### src/rtl/t05_htree_decode_if.sv
// Bus bundle for the Huffman tree decoder: SRAM node read port,
// encoded bit input handshake and decoded character output handshake.
interface t05_htree_decode_if;
    // SRAM node read port
    logic        node_rd_req;
    logic [6:0]  node_addr;
    logic [70:0] node_data;
    logic        node_rd_done;
    // encoded bitstream in
    logic        bit_in;
    logic        bit_valid;
    logic        bit_ready;
    // decoded characters out
    logic [7:0]  char_out;
    logic        char_valid;
    logic        char_ready;

    // decoder side
    modport master (
        output node_rd_req, node_addr, bit_ready, char_out, char_valid,
        input  node_data, node_rd_done, bit_in, bit_valid, char_ready
    );

    // environment side (SRAM, bit source, character sink)
    modport slave (
        input  node_rd_req, node_addr, bit_ready, char_out, char_valid,
        output node_data, node_rd_done, bit_in, bit_valid, char_ready
    );
endinterface

### src/rtl/t05_htree_decode.sv
// Huffman tree decoder: walks a tree stored in SRAM one encoded bit at a
// time and emits a character every time a leaf is reached. The root's
// child pointers are cached so each new symbol restarts without an SRAM read.
module t05_htree_decode (
    input  logic                        clk,
    input  logic                        rst,
    input  logic                        HD_en,
    input  logic [6:0]                  root_index,
    t05_htree_decode_if.master          bus,
    output logic                        HD_finished,
    output logic                        ERROR,
    output logic [2:0]                  state_reg
);

    typedef enum logic [2:0] {
        IDLE     = 3'd0,
        RD_ROOT  = 3'd1,
        WAIT_BIT = 3'd2,
        RD_NODE  = 3'd3,
        EMIT     = 3'd4,
        FIN      = 3'd5,
        ERR      = 3'd6
    } state_t;

    localparam logic [8:0] NULL_CHILD = 9'h180;
    localparam logic [6:0] HOP_LIMIT  = 7'd127;

    state_t       state_q, state_d;
    // Only the child pointers of a node are needed for traversal, so the
    // root cache and current node hold {left, right} and nothing else.
    logic [17:0]  root_q, root_d;
    logic [17:0]  cur_q, cur_d;
    logic [45:0]  target_q, target_d;
    logic [45:0]  char_cnt_q, char_cnt_d;
    logic [6:0]   hop_q, hop_d;
    logic [6:0]   addr_q, addr_d;
    logic [7:0]   char_q, char_d;

    logic [8:0]   child;
    logic [45:0]  cnt_inc;
    logic [6:0]   hop_inc;

    // Next-state and datapath updates; HD_en low always wins and parks in IDLE.
    always_comb begin
        state_d    = state_q;
        root_d     = root_q;
        cur_d      = cur_q;
        target_d   = target_q;
        char_cnt_d = char_cnt_q;
        hop_d      = hop_q;
        addr_d     = addr_q;
        char_d     = char_q;
        child      = bus.bit_in ? cur_q[8:0] : cur_q[17:9];
        cnt_inc    = char_cnt_q + 46'd1;
        hop_inc    = hop_q + 7'd1;

        if (!HD_en) begin
            state_d = IDLE;
        end else begin
            unique case (state_q)
                IDLE: begin
                    state_d = RD_ROOT;
                end
                RD_ROOT: begin
                    if (bus.node_rd_done) begin
                        root_d   = bus.node_data[63:46];
                        cur_d    = bus.node_data[63:46];
                        target_d = bus.node_data[45:0];
                        state_d  = (bus.node_data[45:0] == 46'd0) ? FIN : WAIT_BIT;
                    end
                end
                WAIT_BIT: begin
                    if (bus.bit_valid) begin
                        if (child == NULL_CHILD) begin
                            state_d = ERR;
                        end else if (child[8]) begin
                            addr_d  = child[6:0];
                            state_d = RD_NODE;
                        end else begin
                            char_d  = child[7:0];
                            hop_d   = 7'd0;
                            state_d = EMIT;
                        end
                    end
                end
                RD_NODE: begin
                    if (bus.node_rd_done) begin
                        if (bus.node_data[70:64] != addr_q) begin
                            state_d = ERR;
                        end else if (hop_inc == HOP_LIMIT) begin
                            // a well-formed tree can never be this deep: treat as a loop
                            hop_d   = hop_inc;
                            state_d = ERR;
                        end else begin
                            cur_d   = bus.node_data[63:46];
                            hop_d   = hop_inc;
                            state_d = WAIT_BIT;
                        end
                    end
                end
                EMIT: begin
                    if (bus.char_ready) begin
                        char_cnt_d = cnt_inc;
                        if (cnt_inc == target_q) begin
                            state_d = FIN;
                        end else begin
                            cur_d   = root_q;
                            state_d = WAIT_BIT;
                        end
                    end
                end
                FIN:     state_d = FIN;
                ERR:     state_d = ERR;
                default: state_d = IDLE;
            endcase
        end

        // every decode run starts with fresh counters
        if (state_q == IDLE) begin
            char_cnt_d = 46'd0;
            hop_d      = 7'd0;
        end
    end

    // State and datapath registers with synchronous reset.
    always_ff @(posedge clk) begin
        if (rst) begin
            state_q    <= IDLE;
            root_q     <= '0;
            cur_q      <= '0;
            target_q   <= '0;
            char_cnt_q <= '0;
            hop_q      <= '0;
            addr_q     <= '0;
            char_q     <= '0;
        end else begin
            state_q    <= state_d;
            root_q     <= root_d;
            cur_q      <= cur_d;
            target_q   <= target_d;
            char_cnt_q <= char_cnt_d;
            hop_q      <= hop_d;
            addr_q     <= addr_d;
            char_q     <= char_d;
        end
    end

    // Handshake and status outputs come straight from the registered state.
    assign bus.node_rd_req = (state_q == RD_ROOT) || (state_q == RD_NODE);
    assign bus.node_addr   = (state_q == RD_ROOT) ? root_index : addr_q;
    assign bus.bit_ready   = (state_q == WAIT_BIT);
    assign bus.char_valid  = (state_q == EMIT);
    assign bus.char_out    = char_q;
    assign HD_finished     = (state_q == FIN);
    assign ERROR           = (state_q == ERR);
    assign state_reg       = state_q;

endmodule

### src/flat_wrapper.sv
// flat-port wrapper written by rule: the top's interface ports become plain ports
module t05_htree_decode_flat 
  (clk, rst, HD_en, root_index, HD_finished, ERROR, state_reg, bus_node_rd_req, bus_node_addr, bus_bit_ready, bus_char_out, bus_char_valid, bus_node_data, bus_node_rd_done, bus_bit_in, bus_bit_valid, bus_char_ready);
  t05_htree_decode_if bus_i ();
  input  logic clk;
  input  logic rst;
  input  logic HD_en;
  input  logic [6:0] root_index;
  output logic HD_finished;
  output logic ERROR;
  output logic [2:0] state_reg;
  output wire logic [$bits(bus_i.node_rd_req)-1:0] bus_node_rd_req;
  output wire logic [$bits(bus_i.node_addr)-1:0] bus_node_addr;
  output wire logic [$bits(bus_i.bit_ready)-1:0] bus_bit_ready;
  output wire logic [$bits(bus_i.char_out)-1:0] bus_char_out;
  output wire logic [$bits(bus_i.char_valid)-1:0] bus_char_valid;
  input wire logic [$bits(bus_i.node_data)-1:0] bus_node_data;
  input wire logic [$bits(bus_i.node_rd_done)-1:0] bus_node_rd_done;
  input wire logic [$bits(bus_i.bit_in)-1:0] bus_bit_in;
  input wire logic [$bits(bus_i.bit_valid)-1:0] bus_bit_valid;
  input wire logic [$bits(bus_i.char_ready)-1:0] bus_char_ready;
  assign bus_node_rd_req = bus_i.node_rd_req;
  assign bus_node_addr = bus_i.node_addr;
  assign bus_bit_ready = bus_i.bit_ready;
  assign bus_char_out = bus_i.char_out;
  assign bus_char_valid = bus_i.char_valid;
  assign bus_i.node_data = bus_node_data;
  assign bus_i.node_rd_done = bus_node_rd_done;
  assign bus_i.bit_in = bus_bit_in;
  assign bus_i.bit_valid = bus_bit_valid;
  assign bus_i.char_ready = bus_char_ready;
  t05_htree_decode u_core (.clk(clk), .rst(rst), .HD_en(HD_en), .root_index(root_index), .bus(bus_i), .HD_finished(HD_finished), .ERROR(ERROR), .state_reg(state_reg));
endmodule
### config.mk
export PLATFORM = sky130hd
export DESIGN_NAME = t05_htree_decode_flat
export DESIGN_NICKNAME = d
export VERILOG_FILES = /design/src/rtl/t05_htree_decode_if.sv /design/src/rtl/t05_htree_decode.sv /design/src/flat_wrapper.sv
export SDC_FILE = /design/constraint.sdc
export NUM_CORES = 1
export LEC_CHECK = 0
export ABC_AREA = 1
export ABC_CLOCK_PERIOD_IN_PS = 3450
export BUFFER_PORTS_ARGS = -buffer_cell sky130_fd_sc_hd__buf_2
export CAP_MARGIN = 40
export CORE_UTILIZATION = 40
export CTS_CLUSTER_SIZE = 14
export DETAILED_ROUTE_END_ITERATION = 6
export PLACE_DENSITY = 0.64
export SYNTH_ARGS = -nofsm -noshare
export SYNTH_HDL_FRONTEND = slang
export SYNTH_SLANG_ARGS = --single-unit
### constraint.sdc
create_clock -name clk -period 3.45 [get_ports clk]
set_clock_uncertainty 0.1 [all_clocks]
set_input_delay 0.1725 -clock clk [delete_from_list [all_inputs] [get_ports clk]]
set_output_delay 0.1725 -clock clk [all_outputs]
set_load 0.01 [all_outputs]
==> results of run 1 <==
==> per-stage QoR <==
step,power [mW],std cells
CTS,4.13,1836
floorplan,2.06,1387
global route,4.26,1841
detailed placement,2.21,1739
global placement,2.20,1738
finish,4.11,1841
==> timing repair <==
item | CTS | global route
hold buffers | 65 | 0
endpoints found under the hold margin | 79 | 0
setup buffers | 0 | 5
endpoints found under the setup margin | 0 | 8
resized for setup | 0 | 9
==> synth_stat cells (3+ instances only) <==
| cell | n |
|---|---|
| a21oi_1 | 88 |
| nor4_1 | 14 |
| xnor2_1 | 9 |
| nor2_1 | 213 |
| clkbuf_1 | 43 |
| nand3b_1 | 12 |
| o211a_1 | 3 |
| nand2_1 | 354 |
| nand3_1 | 84 |
| ha_1 | 3 |
| nor2_4 | 4 |
| dfxtp_1 | 153 |
| a211oi_1 | 5 |
| xor2_1 | 24 |
| inv_1 | 175 |
| nand4_1 | 16 |
| o211ai_1 | 6 |
| nor3_1 | 8 |
| nor2_2 | 8 |
| o21ai_0 | 142 |
==> power by group through the flow <==
stage	combinational, mW	sequential, mW	clock, mW
after floorplan	0.198	1.87	0
after global placement	0.328	1.87	0
after detailed placement	0.335	1.87	0
after CTS	0.395	1.83	1.91
after global routing	0.444	1.84	1.98
final	0.397	1.83	1.88
==> cell type report <==
cell class                 instances  share of cell area
timing repair buffer             196               0.130
tap                              275              0.0319
clock inverter                    15              0.0149
multi-input combinational       1007               0.438
inverter                         178              0.0620
sequential                       153               0.284
clock buffer                      17              0.0395
==> routing by layer <==
metal  up-vias  wire length, um  global-route usage
li1       4767                -                   -
met1      4192            11600               0.300
met2       210            12600               0.430
met3        36             1230              0.0413
met4         0              521              0.0704
met5         -                0                   0
==> critical path, delay by kind of cell (launching register included) <==
kind | cells | cell delay [ns]
compound gates | 1 | 0.11
buf+inv | 1 | 0.55
flops | 1 | 0.38
simple gates | 17 | 2.03
==> cell families (layout without fill, tap and decap cells) <==
logic type,after synthesis,after routing,synth area share
XOR/XNOR,34,34,0.0361
AND/OR/NAND/NOR,721,721,0.351
AO/OA/AOI/OAI,249,249,0.151
flip-flops,153,153,0.355
buffers and inverters,227,406,0.101
adder cells (fa/ha/maj),3,3,0.00436
==> final timing paths <==
kind	endpoint	startpoint	slack, ns	cells after the start
setup / recovery	u_core.state_reg[0]	u_core.char_cnt_q[10]	0.22	19
hold / removal	u_core.target_q[22]	bus_node_data[22]	0.02	3
setup reg to reg	u_core.state_reg[0]	u_core.char_cnt_q[10]	0.22	19
hold reg to reg	u_core.root_q[3]	u_core.root_q[3]	0.35	2
==> flow_summary.ini, run 1 <==
[pwr]
switchingPower_mw = 1.10
p_sw_frac = 0.267
seqPwrFrac = 0.446
intPower_mw = 3.01
p_clk_frac = 0.457
p_per_area_nw_per_um2 = 381
comb_power_share = 0.097
p_leak_nw = 4.85
ir_drop_mv = 0.308

[final_layout]
fillers = 2165
layout_commonest_cell = nand2_1
reg.largest.list = u_core.char_cnt_q (46), u_core.target_q (46)
diodes = 0
regArea_um2 = 3060
final_cell_area_um2 = 10800
drive_gt1_frac = 0.123
layout_common_cells = 353 x nand2_1, 208 x nor2_1, 173 x inv_1
area_growth_pct = 25.0
nets = 1641
fin_util = 0.511
multiInputGateArea_um2 = 4720

[clocking]
numCtsBuffers = 17
cts_tree = done
cts_root_buf = clkbuf_16
clk_pin_slew_ns = 0.07
cts_htree_levels = 4
clockBufferDepth = 2
insertion_delay_ns = 0.43
clock_sinks = 153

[floorplanning]
die-area_um2 = 22100
design.core.area_um2 = 21100
start_util = 0.409
die_w_um = 149
io_pins = 108
num_rows = 53
die_h_um = 149

[place]
post_dp_cell_area_um2 = 9470
portBuffers = 107
dp_slack_ns = 0.263
routabilityCongestion = 0.909
dp_hpwl_um = 18700

[worst_setup_path]
cp_slowest_cell = dlygate4sd3_1
crit_type = flip-flop to flip-flop
worstPathMaxFanout = 9
slowest_delay_ns = 0.55
end_kind = flip-flop
worstPathArrival_ns = 3.51
critPathLaunchType = flip-flop
crit_path_frequent_cell = nand2_1
path_cells = nand2_1 -> nor2_1 -> nand2_1 -> nor2_4 -> nand2_1 -> nand2_1 -> nand2_1 -> nand2_1 -> nand2_1 -> nor2_1 -> nand2_1 -> nor2_1 -> nand2_1 -> nor2_2 -> nand3_2 -> nand3_1 -> nand2_1 -> a21oi_1 -> dlygate4sd3_1
critPathRequiredTime_ns = 3.73

[routing]
drc_errors = 0
drt_first_iter_violations = 488
via_per_inst = 5.00
via_count = 9205
first_pass_iters = 6
postRouteWirelength_um = 26000
ant_nets = 0
wl_per_cell_um = 14.1

[grt]
grt_pass1_wl_um = 42200
grtUsageTotal = 0.243
grt_pass1_vias = 8731
grt_remaining_overflow = 0
grt_max_degree = 63
antenna_found_initial = 1

[synth]
synth_fp_nets = 1475
async_flop_share = 0
netlist_instances = 1387
syn_area_per_cell_um2 = 6.21
synth_top_area_cell = dfxtp_1
synth.distinct_cells = 35
synth_flop_cell = dfxtp_1
syn_area_um2 = 8620
synth.yosys.seq_area_share = 0.355
synth_edf_count = 0
yosysWarnings = 0
ys_ff_latch = 153
ys_top_cells_by_area = dfxtp_1 36%, nand2_1 15%, nor2_1 9.3%, o21ai_0 8.2%, inv_1 7.6%
synth_top_area_share = 0.355

[timing]
max_freq_mhz = 309
finalCritPeriodShare = 0.937
timing.hold.ws_ns = 0.0159
slew_headroom = 0.463
setup_violations = 0
post-route-min-period_ns = 3.23
rsz0062_at_grt = false
slew_violations = 0
setup_ws_ns = 0.217
tightestPinTransition_ns = 0.785
fin_setup_tns_ns = 0
hold_viol = 0

[status]
outcome = finished, final reports clean

[job]
drv_cap = 0

[hold_path]
hold_path_class = primary input to flip-flop
Power figures use the tool's default switching activity.
==> run 2, diff against run 1 <==
Settings changed: ABC_CLOCK_PERIOD_IN_PS 3450 to 2800, PLACE_DENSITY 0.64 to unset.
Clock period 3.45 ns to 2.8 ns, I/O delays scaled along.
==> run 2 against run 1 <==
Against the previous run: design area grew 7.0%; non-clock buffer count grew 54; combinational power increased by 30%; global-route usage rose by 0.37 points; count of clock-buffer cells in the layout grew 1; final cell count increased by 2.9%.
==> flow_summary.ini, run 2 (same netlist as run 1, synthesis figures left out) <==
[status]
outcome = finished, final reports clean

[worst_setup_path]
crit_type = flip-flop to flip-flop
worstPathMaxFanout = 6
rr_startpoint = u_core.char_cnt_q[1]
slowest_delay_ns = 0.36
critPathRequiredTime_ns = 3.03
path_cells = buf_6 -> nand2_2 -> nor2_4 -> nand2_4 -> nor2_4 -> buf_12 -> nand2_1 -> nand2_2 -> nand2_1 -> nand2_1 -> nand2_1 -> nor2_1 -> nand2_1 -> nor2_1 -> nand2_1 -> nor2_4 -> nand3_4 -> nand3_4 -> clkbuf_16 -> nand2_2 -> nand2_1 -> nor2_1
worstPathArrival_ns = 2.98
path_delay_family = simple AND/OR/NAND/NOR gates
cp_slowest_cell = dfxtp_2
end_kind = flip-flop
crit_start = u_core.char_cnt_q[1]
reg2reg_depth = 22
critical_path_buf_inv_count = 3
crit_path_frequent_cell = nand2_1
critPathLaunchType = flip-flop
cp_num_cells = 22

[routing]
drt_first_iter_violations = 554
postRouteWirelength_um = 26900
drc_errors = 0
first_pass_iters = 5
ant_nets = 0
via_count = 9447
wl_per_cell_um = 14.2
via_per_inst = 4.99

[grt]
grt_pass1_vias = 8746
grt_remaining_overflow = 0
grt_pass1_wl_um = 42900
grt_max_degree = 63
grtUsageTotal = 0.246
antenna_found_initial = 0

[final_layout]
layout_common_cells = 329 x nand2_1, 185 x nor2_1, 173 x inv_1
nets = 1695
reg.largest.list = u_core.char_cnt_q (46), u_core.target_q (46)
area_growth_pct = 33.7
fillers = 2127
regArea_um2 = 3100
drive_gt1_frac = 0.198
multiInputGateArea_um2 = 4960
stdcell_count = 1895
layout_commonest_cell = nand2_1
diodes = 0

[timing]
rsz0062_at_grt = true
fin_setup_tns_ns = 0
max_freq_mhz = 363
setup_violations = 0
slew_violations = 0
tightestPinTransition_ns = 0.805
hold_viol = 0
finalCritPeriodShare = 0.984
post-route-min-period_ns = 2.75
slew_headroom = 0.462
setup_ws_ns = 0.0461

[clocking]
insertion_delay_ns = 0.44
clock_sinks = 153
numCtsBuffers = 17
clk_pin_slew_ns = 0.07
clockBufferDepth = 2
cts_tree = done
cts_root_buf = clkbuf_16
cts_htree_levels = 4

[place]
dp_slack_ns = -0.0481
portBuffers = 107
routabilityCongestion = 0.893
dp_cells = 1775
dp_hpwl_um = 18900

[floorplanning]
design.core.area_um2 = 21100
io_pins = 108
num_rows = 53
die_h_um = 149
die_w_um = 149
start_util = 0.409
die-area_um2 = 22100

[pwr]
p_per_area_nw_per_um2 = 431
power_mw = 4.96
p_leak_nw = 5.23
ir_drop_mv = 0.338

[hold_path]
holdPathStages = 3
min_from = bus_node_data[44]
hold_path_class = primary input to flip-flop

[job]
drv_cap = 0
run 2: changes by cell type in the layout (fill, tap and decap cells not counted), sizes merged:
cell         previous run  this run
buf                   131       180
clkbuf                 17        20
dlygate4sd3            65        68
bufinv                  1         0
clkinv                  7         6
clkinvlp                2         3
run 2: metrics by stage:
| step | cell area, um2 | hold WS [ns] | utilization |
|---|---|---|---|
| after floorplan | 8620 | 0.109 | - |
| after CTS | 11100 | 0.0368 | 0.524 |
| after global placement | 9800 | 0.280 | 0.465 |
| after global routing | 11500 | 0.0321 | 0.547 |
| after detailed placement | 9800 | 0.287 | 0.465 |
| final | 11500 | 0.0193 | 0.547 |
run 2: final timing paths:
kind / slack [ns] / endpoint
min reg2reg: 0.35 / u_core.root_q[2]
max reg2reg: 0.05 / u_core.cur_q[11]
max: 0.05 / u_core.cur_q[11]
min: 0.02 / u_core.target_q[44]
run 2: layout make-up:
type	count	share of cell area
timing repair buffer	250	0.166
tap	275	0.0299
clock inverter	14	0.00977
sequential	153	0.269
clock buffer	18	0.0372
inverter	178	0.0580
multi-input combinational	1007	0.430
run 2: worst register-to-register path, delay by kind of cell (launching register included):
family | cells | cell delay (ns)
buffers and inverters | 3 | 0.43
flip-flops | 1 | 0.36
AND/OR/NAND/NOR | 19 | 1.75
run 2: per-layer routing:
| metal | global-route usage | routed length, um | up-vias |
|---|---|---|---|
| met5 | 0 | 0 | - |
| met4 | 0.0730 | 460 | 0 |
| met3 | 0.0419 | 1220 | 31 |
| met2 | 0.432 | 13400 | 232 |
| met1 | 0.308 | 11900 | 4316 |
| li1 | - | - | 4868 |
run 2: power by group:
group	leakage [nW]	switching, mW	internal [mW]
sequential	1.25	0.0288	2.22
combinational	3.72	0.283	0.233
clock	0.262	1.04	1.16
total	5.23	1.35	3.61
run 2: repair_timing:
action                                  4_1_cts  5_1_grt
endpoints found under the setup margin       18       21
gates cloned                                  0        3
buffers inserted                              2       16
hold buffers                                 68        0
pin swaps                                     1       24
gates resized for setup                       4      107
hold endpoints to repair                     88        0
